[src/rtl/regfile_write_arbiter_pkg.sv]
// Shared definitions for the register-file write arbiter.
//   RF_DATA_W / RF_ADDR_W : default write data / register address widths
//   RF_NUM_REQ            : number of writeback requesters sharing the port
//   arb_prio_e            : round-robin pointer, names the preferred port
package regfile_arb_pkg;

  localparam int unsigned RF_DATA_W  = 16;
  localparam int unsigned RF_ADDR_W  = 3;
  localparam int unsigned RF_NUM_REQ = 2;

  typedef enum logic [0:0] {
    PRI0 = 1'b0,
    PRI1 = 1'b1
  } arb_prio_e;

endpackage

[src/rtl/regfile_write_arbiter_if.sv]
// Bundle of all arbiter-facing signals: two writeback request channels
// (valid/ready plus reg/data), the registered register-file write port,
// and the two pending-write query ports.
// Optional stall counters exist only when RF_ARB_STALL_CNT_EN is defined.
//   slave  : arbiter side (accepts requests, drives write port and query hits)
//   master : requester / register-file side
interface regfile_write_arbiter_if #(
  parameter int unsigned DATA_WIDTH = regfile_arb_pkg::RF_DATA_W,
  parameter int unsigned ADDR_WIDTH = regfile_arb_pkg::RF_ADDR_W
`ifdef RF_ARB_STALL_CNT_EN
  ,
  parameter int unsigned STALL_CNT_WIDTH = 8
`endif
);

  logic                  req0_valid;
  logic                  req0_ready;
  logic [ADDR_WIDTH-1:0] req0_reg;
  logic [DATA_WIDTH-1:0] req0_data;

  logic                  req1_valid;
  logic                  req1_ready;
  logic [ADDR_WIDTH-1:0] req1_reg;
  logic [DATA_WIDTH-1:0] req1_data;

  logic                  write;
  logic [ADDR_WIDTH-1:0] wreg;
  logic [DATA_WIDTH-1:0] wd;

  logic [ADDR_WIDTH-1:0] qreg1;
  logic [ADDR_WIDTH-1:0] qreg2;
  logic                  pend1;
  logic                  pend2;

`ifdef RF_ARB_STALL_CNT_EN
  logic [STALL_CNT_WIDTH-1:0] stall0;
  logic [STALL_CNT_WIDTH-1:0] stall1;
`endif

  modport slave (
    input  req0_valid, req0_reg, req0_data,
    input  req1_valid, req1_reg, req1_data,
    input  qreg1, qreg2,
    output req0_ready, req1_ready,
    output write, wreg, wd,
    output pend1, pend2
`ifdef RF_ARB_STALL_CNT_EN
    ,
    output stall0, stall1
`endif
  );

  modport master (
    output req0_valid, req0_reg, req0_data,
    output req1_valid, req1_reg, req1_data,
    output qreg1, qreg2,
    input  req0_ready, req1_ready,
    input  write, wreg, wd,
    input  pend1, pend2
`ifdef RF_ARB_STALL_CNT_EN
    ,
    input  stall0, stall1
`endif
  );

endinterface

[src/rtl/rf_wr_slot.sv]
// One-entry holding slot for a single writeback requester.
// Optional saturating stall counter when RF_ARB_STALL_CNT_EN is defined.
// Ports:
//   clock, reset        : clock, synchronous active-high reset
//   valid/ready         : request handshake; ready = empty or being drained
//   in_reg, in_data     : incoming destination register and data
//   grant               : slot is being drained this cycle
//   full, slot_reg/data : slot contents, visible to arbiter and query logic
//   stall               : cycles spent with valid high and ready low
module rf_wr_slot #(
  parameter int unsigned DATA_WIDTH = 16,
  parameter int unsigned ADDR_WIDTH = 3
`ifdef RF_ARB_STALL_CNT_EN
  ,
  parameter int unsigned STALL_CNT_WIDTH = 8
`endif
) (
  input  logic                  clock,
  input  logic                  reset,
  input  logic                  valid,
  output logic                  ready,
  input  logic [ADDR_WIDTH-1:0] in_reg,
  input  logic [DATA_WIDTH-1:0] in_data,
  input  logic                  grant,
  output logic                  full,
  output logic [ADDR_WIDTH-1:0] slot_reg,
  output logic [DATA_WIDTH-1:0] slot_data
`ifdef RF_ARB_STALL_CNT_EN
  ,
  output logic [STALL_CNT_WIDTH-1:0] stall
`endif
);

  logic                  full_q, full_d;
  logic [ADDR_WIDTH-1:0] reg_q, reg_d;
  logic [DATA_WIDTH-1:0] data_q, data_d;
  logic                  accept;

  // Ready never looks at valid, so there is no combinational loop back to
  // the requester; a slot being drained can refill in the same cycle.
  assign ready  = !full_q || grant;
  assign accept = valid && ready;

  always_comb begin
    full_d = full_q;
    reg_d  = reg_q;
    data_d = data_q;
    if (grant) begin
      full_d = 1'b0;
    end
    if (accept) begin
      full_d = 1'b1;
      reg_d  = in_reg;
      data_d = in_data;
    end
  end

  always_ff @(posedge clock) begin
    if (reset) begin
      full_q <= 1'b0;
      reg_q  <= '0;
      data_q <= '0;
    end else begin
      full_q <= full_d;
      reg_q  <= reg_d;
      data_q <= data_d;
    end
  end

  assign full      = full_q;
  assign slot_reg  = reg_q;
  assign slot_data = data_q;

`ifdef RF_ARB_STALL_CNT_EN
  logic [STALL_CNT_WIDTH-1:0] stall_q, stall_d;

  always_comb begin
    stall_d = stall_q;
    if (valid && !ready && !(&stall_q)) begin
      stall_d = stall_q + {{(STALL_CNT_WIDTH-1){1'b0}}, 1'b1};
    end
  end

  always_ff @(posedge clock) begin
    if (reset) begin
      stall_q <= '0;
    end else begin
      stall_q <= stall_d;
    end
  end

  assign stall = stall_q;
`endif

endmodule

[src/rtl/regfile_write_arbiter.sv]
// Shares the register file's single write port between ALU writeback
// (port 0) and load writeback (port 1). Each port buffers one write in an
// rf_wr_slot; a round-robin arbiter drains the slots into registered
// write/wreg/wd. A combinational query reports whether a register still has
// a buffered or in-flight write.
// Optional feature macro: RF_ARB_STALL_CNT_EN (per-port stall counters).
// Ports:
//   clock, reset : clock, synchronous active-high reset
//   bus          : regfile_write_arbiter_if.slave (requests, write port, queries)
module regfile_write_arbiter
  import regfile_arb_pkg::*;
#(
  parameter int unsigned DATA_WIDTH      = RF_DATA_W,
  parameter int unsigned ADDR_WIDTH      = RF_ADDR_W,
  parameter int unsigned STALL_CNT_WIDTH = 8
) (
  input logic                  clock,
  input logic                  reset,
  regfile_write_arbiter_if.slave bus
);

  if (DATA_WIDTH == 0 || ADDR_WIDTH == 0 || STALL_CNT_WIDTH == 0) begin : g_bad_param
    $error("regfile_write_arbiter: widths must be non-zero");
  end

  logic [RF_NUM_REQ-1:0] full;
  logic [RF_NUM_REQ-1:0] grant;
  logic [ADDR_WIDTH-1:0] slot_reg  [RF_NUM_REQ];
  logic [DATA_WIDTH-1:0] slot_data [RF_NUM_REQ];

  rf_wr_slot #(
    .DATA_WIDTH      (DATA_WIDTH),
    .ADDR_WIDTH      (ADDR_WIDTH)
`ifdef RF_ARB_STALL_CNT_EN
    ,
    .STALL_CNT_WIDTH (STALL_CNT_WIDTH)
`endif
  ) u_slot0 (
    .clock     (clock),
    .reset     (reset),
    .valid     (bus.req0_valid),
    .ready     (bus.req0_ready),
    .in_reg    (bus.req0_reg),
    .in_data   (bus.req0_data),
    .grant     (grant[0]),
    .full      (full[0]),
    .slot_reg  (slot_reg[0]),
    .slot_data (slot_data[0])
`ifdef RF_ARB_STALL_CNT_EN
    ,
    .stall     (bus.stall0)
`endif
  );

  rf_wr_slot #(
    .DATA_WIDTH      (DATA_WIDTH),
    .ADDR_WIDTH      (ADDR_WIDTH)
`ifdef RF_ARB_STALL_CNT_EN
    ,
    .STALL_CNT_WIDTH (STALL_CNT_WIDTH)
`endif
  ) u_slot1 (
    .clock     (clock),
    .reset     (reset),
    .valid     (bus.req1_valid),
    .ready     (bus.req1_ready),
    .in_reg    (bus.req1_reg),
    .in_data   (bus.req1_data),
    .grant     (grant[1]),
    .full      (full[1]),
    .slot_reg  (slot_reg[1]),
    .slot_data (slot_data[1])
`ifdef RF_ARB_STALL_CNT_EN
    ,
    .stall     (bus.stall1)
`endif
  );

  // Round-robin pointer: state register / next state / grant output.
  arb_prio_e prio_q, prio_d;

  always_ff @(posedge clock) begin
    if (reset) begin
      prio_q <= PRI0;
    end else begin
      prio_q <= prio_d;
    end
  end

  always_comb begin
    prio_d = prio_q;
    if (grant[0]) begin
      prio_d = PRI1;
    end else if (grant[1]) begin
      prio_d = PRI0;
    end
  end

  always_comb begin
    grant = '0;
    unique case (full)
      2'b00: grant = 2'b00;
      2'b01: grant = 2'b01;
      2'b10: grant = 2'b10;
      2'b11: grant = (prio_q == PRI0) ? 2'b01 : 2'b10;
      default: grant = 2'b00;
    endcase
  end

  // Output stage: registered strobe, address and data; address/data hold
  // their last values when idle.
  logic                  write_q, write_d;
  logic [ADDR_WIDTH-1:0] wreg_q, wreg_d;
  logic [DATA_WIDTH-1:0] wd_q, wd_d;

  always_comb begin
    write_d = |grant;
    wreg_d  = wreg_q;
    wd_d    = wd_q;
    if (grant[0]) begin
      wreg_d = slot_reg[0];
      wd_d   = slot_data[0];
    end else if (grant[1]) begin
      wreg_d = slot_reg[1];
      wd_d   = slot_data[1];
    end
  end

  always_ff @(posedge clock) begin
    if (reset) begin
      write_q <= 1'b0;
      wreg_q  <= '0;
      wd_q    <= '0;
    end else begin
      write_q <= write_d;
      wreg_q  <= wreg_d;
      wd_q    <= wd_d;
    end
  end

  assign bus.write = write_q;
  assign bus.wreg  = wreg_q;
  assign bus.wd    = wd_q;

  // Pending query covers both buffered writes and the one on the write port,
  // which the register file has not committed yet.
  logic pend1, pend2;

  always_comb begin
    pend1 = write_q && (wreg_q == bus.qreg1);
    pend2 = write_q && (wreg_q == bus.qreg2);
    for (int unsigned k = 0; k < RF_NUM_REQ; k++) begin
      pend1 = pend1 || (full[k] && (slot_reg[k] == bus.qreg1));
      pend2 = pend2 || (full[k] && (slot_reg[k] == bus.qreg2));
    end
  end

  assign bus.pend1 = pend1;
  assign bus.pend2 = pend2;

endmodule

[src/flat_wrapper.sv]
// flat-port wrapper written by rule: the top's interface ports become plain ports
module regfile_write_arbiter_flat import regfile_arb_pkg::*;
#(
  parameter int unsigned DATA_WIDTH      = RF_DATA_W,
  parameter int unsigned ADDR_WIDTH      = RF_ADDR_W,
  parameter int unsigned STALL_CNT_WIDTH = 8
)
  (clock, reset, bus_req0_valid, bus_req0_reg, bus_req0_data, bus_req1_valid, bus_req1_reg, bus_req1_data, bus_qreg1, bus_qreg2, bus_req0_ready, bus_req1_ready, bus_write, bus_wreg, bus_wd, bus_pend1, bus_pend2);
  regfile_write_arbiter_if #(.DATA_WIDTH(DATA_WIDTH), .ADDR_WIDTH(ADDR_WIDTH)) bus_i ();
  input logic clock;
  input logic reset;
  input wire logic [$bits(bus_i.req0_valid)-1:0] bus_req0_valid;
  input wire logic [$bits(bus_i.req0_reg)-1:0] bus_req0_reg;
  input wire logic [$bits(bus_i.req0_data)-1:0] bus_req0_data;
  input wire logic [$bits(bus_i.req1_valid)-1:0] bus_req1_valid;
  input wire logic [$bits(bus_i.req1_reg)-1:0] bus_req1_reg;
  input wire logic [$bits(bus_i.req1_data)-1:0] bus_req1_data;
  input wire logic [$bits(bus_i.qreg1)-1:0] bus_qreg1;
  input wire logic [$bits(bus_i.qreg2)-1:0] bus_qreg2;
  output wire logic [$bits(bus_i.req0_ready)-1:0] bus_req0_ready;
  output wire logic [$bits(bus_i.req1_ready)-1:0] bus_req1_ready;
  output wire logic [$bits(bus_i.write)-1:0] bus_write;
  output wire logic [$bits(bus_i.wreg)-1:0] bus_wreg;
  output wire logic [$bits(bus_i.wd)-1:0] bus_wd;
  output wire logic [$bits(bus_i.pend1)-1:0] bus_pend1;
  output wire logic [$bits(bus_i.pend2)-1:0] bus_pend2;
  assign bus_i.req0_valid = bus_req0_valid;
  assign bus_i.req0_reg = bus_req0_reg;
  assign bus_i.req0_data = bus_req0_data;
  assign bus_i.req1_valid = bus_req1_valid;
  assign bus_i.req1_reg = bus_req1_reg;
  assign bus_i.req1_data = bus_req1_data;
  assign bus_i.qreg1 = bus_qreg1;
  assign bus_i.qreg2 = bus_qreg2;
  assign bus_req0_ready = bus_i.req0_ready;
  assign bus_req1_ready = bus_i.req1_ready;
  assign bus_write = bus_i.write;
  assign bus_wreg = bus_i.wreg;
  assign bus_wd = bus_i.wd;
  assign bus_pend1 = bus_i.pend1;
  assign bus_pend2 = bus_i.pend2;
  regfile_write_arbiter #(.DATA_WIDTH(DATA_WIDTH), .ADDR_WIDTH(ADDR_WIDTH), .STALL_CNT_WIDTH(STALL_CNT_WIDTH)) u_core (.clock(clock), .reset(reset), .bus(bus_i));
endmodule
[config.mk]
export PLATFORM = sky130hd
export DESIGN_NAME = regfile_write_arbiter_flat
export DESIGN_NICKNAME = d
export VERILOG_FILES = /design/src/rtl/regfile_write_arbiter_pkg.sv /design/src/rtl/regfile_write_arbiter_if.sv /design/src/rtl/rf_wr_slot.sv /design/src/rtl/regfile_write_arbiter.sv /design/src/flat_wrapper.sv
export SDC_FILE = /design/constraint.sdc
export NUM_CORES = 1
export LEC_CHECK = 0
export CAP_MARGIN = 20
export CORE_MARGIN = 5
export CORE_UTILIZATION = 55
export DETAILED_ROUTE_END_ITERATION = 16
export PLACE_DENSITY = 0.95
export SLEW_MARGIN = 15
export SYNTH_ARGS = -nofsm -noshare
export SYNTH_HDL_FRONTEND = slang
export SYNTH_HIERARCHICAL = 1
export SYNTH_SLANG_ARGS = --single-unit
[constraint.sdc]
create_clock -name clock -period 2.73 [get_ports clock]
set_input_delay 0.546 -clock clock [delete_from_list [all_inputs] [get_ports clock]]
set_output_delay 0.546 -clock clock [all_outputs]
set_load 0.01 [all_outputs]
==> results.md, run 1 <==
* Outcome: finished clean
* Post-DP HPWL at 5173 um
* GR peak layer: met2
* CP peak stage delay at 0.53 ns
* Post-DR wirelength/cell at 16.08 um
* Die Wd at 86.73 um
* Crit-path cells: clkdlybuf4s50_1 > xnor2_1 > nand4_1 > nand3_1 > clkdlybuf4s50_1
* Starting DRC count in detailed routing at 283
* Critical path's most frequent cell: clkdlybuf4s50_1
* Clk pin slew, worst setup/hold paths at 0.06 ns
* Post-route minimum period at 2.576 ns
* Fin. max-slew vios at 0
* Via density at 5.611
* Clk_lat worst skew at 0.34 ns
* Distinct cell type count after synthesis at 23
* Met1 GRT Util at 30.16%
* Synth-to-Final Area Change at 26.28%
* Total wire length at 7765 um
* Worst Tran Pin Value at 0.3912 ns
* Hold depth at 1
* Max-Cap Viols at 0
* FMAX at 0.3883 GHz
* Maximum clock path buffer count at 2
* Crit. End Element: output pin
* Sink Count at 61
* CTS buffer count at 9
* Die ar. at 7522 sq um
* Vias in the first global route at 2602
* Fin nets at 451
* Ports at 72
* Cell Pwr Density at 556.4 nW/um^2
* Gate Count Post-Synth at 346
* RSZ-0062 raised after global routing: false
* First-pass GRT wire length at 12880 um
* CTS Hold Bufs at 0
* Commonest non-fill, non-tap cells in the layout: 70 x clkdlybuf4s50_1, 60 x dfxtp_1, 40 x nand3_1
* Number of diodes at 0
* Root Buffer: clkbuf_8
* Crit-path slowest cell: clkdlybuf4s50_1
* Core area at 5816 sq um
* M3 GR Usage at 5.703%
* Post-CTS setup buffers at 0
* Fin Setup TNS at 0 ns
* DRT antenna net count at 0
* Startpoint Class: primary input
* CP Max Fanout at 3
* DR pass1 iterations at 4
* Row count at 28
* Worst Setup Path Type: in -> out
* Final setup violating endpoints at 0
* # DRC at 0
* Most common cell after layout, fill and taps aside: clkdlybuf4s50_1
* Ys Warns at 6
* Max_slew headroom at 73.92%
* Final worst path period share at 94.34%
* Final Util at 70.31%
* Total track usage at 21.63%
* H-tree Lvls at 3
* Maximum vdd drop at 291.7 uV
* Layout cells sized above 1 at 17.16%
* Reg2Reg Depth at 6
* Syn_nets at 394
* Starting Density at 55.68%
* Initial antenna violation count at 0
* Placer Congestion at 0.7995
* IO Port Bufs at 71
* Synthesized cell area at 3238 sq um
* Final Hold Fails at 0
* Pleak at 1.467 nW
* Worst Path Required at 2.18 ns
* CTS tree: built
* GR Util met2 at 32.20%
* Hold/Removal Path Class: reg -> reg
* Seq cells post-synth at 61
* Final hold slack at 0.5471 ns
* Sequential area share after synthesis at 37.71%
* Max Clock Skew at 0.008540 ns
* Remaining Overflow, GRT at 0
* Data arrival, critical path at 2.03 ns
* Largest net degree at the start of global routing at 40
* Syn avg cell area at 9.359 sq um
* Post-CTS sizing at 0
* Via count at 2710
* Die Y at 86.73 um
-- critical path: cells and delay by family --
| family | cells | cell delay (ns) |
|---|---|---|
| XOR/XNOR | 1 | 0.24 |
| AND/OR/NAND/NOR | 2 | 0.21 |
| buffers and inverters | 2 | 1.03 |
-- power breakdown --
group	leakage (nW)	internal, W	switching (W)
registers	0.503	0.000957	0.0000577
clock network	0.0964	0.000444	0.000338
logic	0.867	0.000252	0.000227
total	1.47	0.00165	0.000623
-- worst paths after layout --
| check | slack, ns | startpoint | to |
|---|---|---|---|
| worst max register to register | 0.94 | u_core/u_slot1/full$_SDFFE_PP0P_ | u_core/u_slot0/slot_reg[1]$_SDFFE_PP0P_ |
| worst min-delay path | 0.55 | u_core/u_slot0/slot_data[12]$_SDFFE_PP0P_ | u_core/bus.wd[12]$_SDFFE_PP0P_ |
| worst max-delay path | 0.15 | bus_qreg1[2] | bus_pend1 |
| worst min register to register | 0.55 | u_core/u_slot0/slot_data[12]$_SDFFE_PP0P_ | u_core/bus.wd[12]$_SDFFE_PP0P_ |
-- area by class of cell --
type,instances,area [sq um]
clock buffer,12,145.1
clock inverter,4,47.55
fill,444,1727
inverter,20,75.07
multi-input combinational,230,1712
sequential,61,1222
tap,75,93.84
timing repair buffer,81,793.3
-- cells in the mapped netlist --
library cell  number  area (sq um)
nand3_1           40         200.2
dfxtp_1           61          1221
nor2b_1            3         18.77
o221a_1           16         180.2
o21ai_0            1         5.000
a21oi_1           18         90.09
a21boi_0           1         7.510
buf_4              6         45.04
a21oi_2           38         332.8
xnor2_1           18         157.7
a31oi_1           16         100.1
nand2b_4           2         27.53
clkbuf_1           8         30.03
a211oi_1           3         22.52
buf_6              8         90.09
nor4_2             3         37.54
buf_2             13         65.06
a21bo_1           38         380.4
nand4_1            6         37.54
inv_1             20         75.07
a21bo_4            1         16.27
nand2_1            1         3.750
nor2_1            25         93.84
-- cells by family after synthesis --
group                  share of synthesized area, %
buffers and inverters                         9.428
flip-flops                                    37.71
XOR/XNOR                                      4.869
AO/OA/AOI/OAI                                 35.05
AND/OR/NAND/NOR                               12.94
-- through the flow --
step / std cells / cell area (sq um) / total power (W) / worst slack [ns]
floorplan: 346 / 3238 / 0.001326 / 0.8622
global placement: 467 / 3896 / 0.001489 / 0.2207
detailed placement: 467 / 3896 / 0.001506 / 0.1519
CTS: 483 / 4089 / 0.002290 / 0.1538
global route: 483 / 4089 / 0.002388 / 0.08000
finish: 483 / 4089 / 0.002275 / 0.1544
-- metal layers --
| layer | vias to the layer above | wire length, um |
|---|---|---|
| li1 | 1349 | - |
| met1 | 1265 | 3768 |
| met2 | 80 | 3386 |
| met3 | 16 | 489 |
| met4 | 0 | 121 |
| met5 | - | 0 |
Power figures use the tool's default switching activity.
==> inputs of run 2 (changes only) <==
--- a/config.mk
+++ b/config.mk
@@ -5,7 +5,7 @@
 export SDC_FILE = /design/constraint.sdc
 export NUM_CORES = 1
 export LEC_CHECK = 0
-export CAP_MARGIN = 20
+export CAP_MARGIN = 15
 export CORE_MARGIN = 5
 export CORE_UTILIZATION = 55
 export DETAILED_ROUTE_END_ITERATION = 16
==> results of run 2 <==
No change in the layout: final DEF, timing and power equal those of run 1.
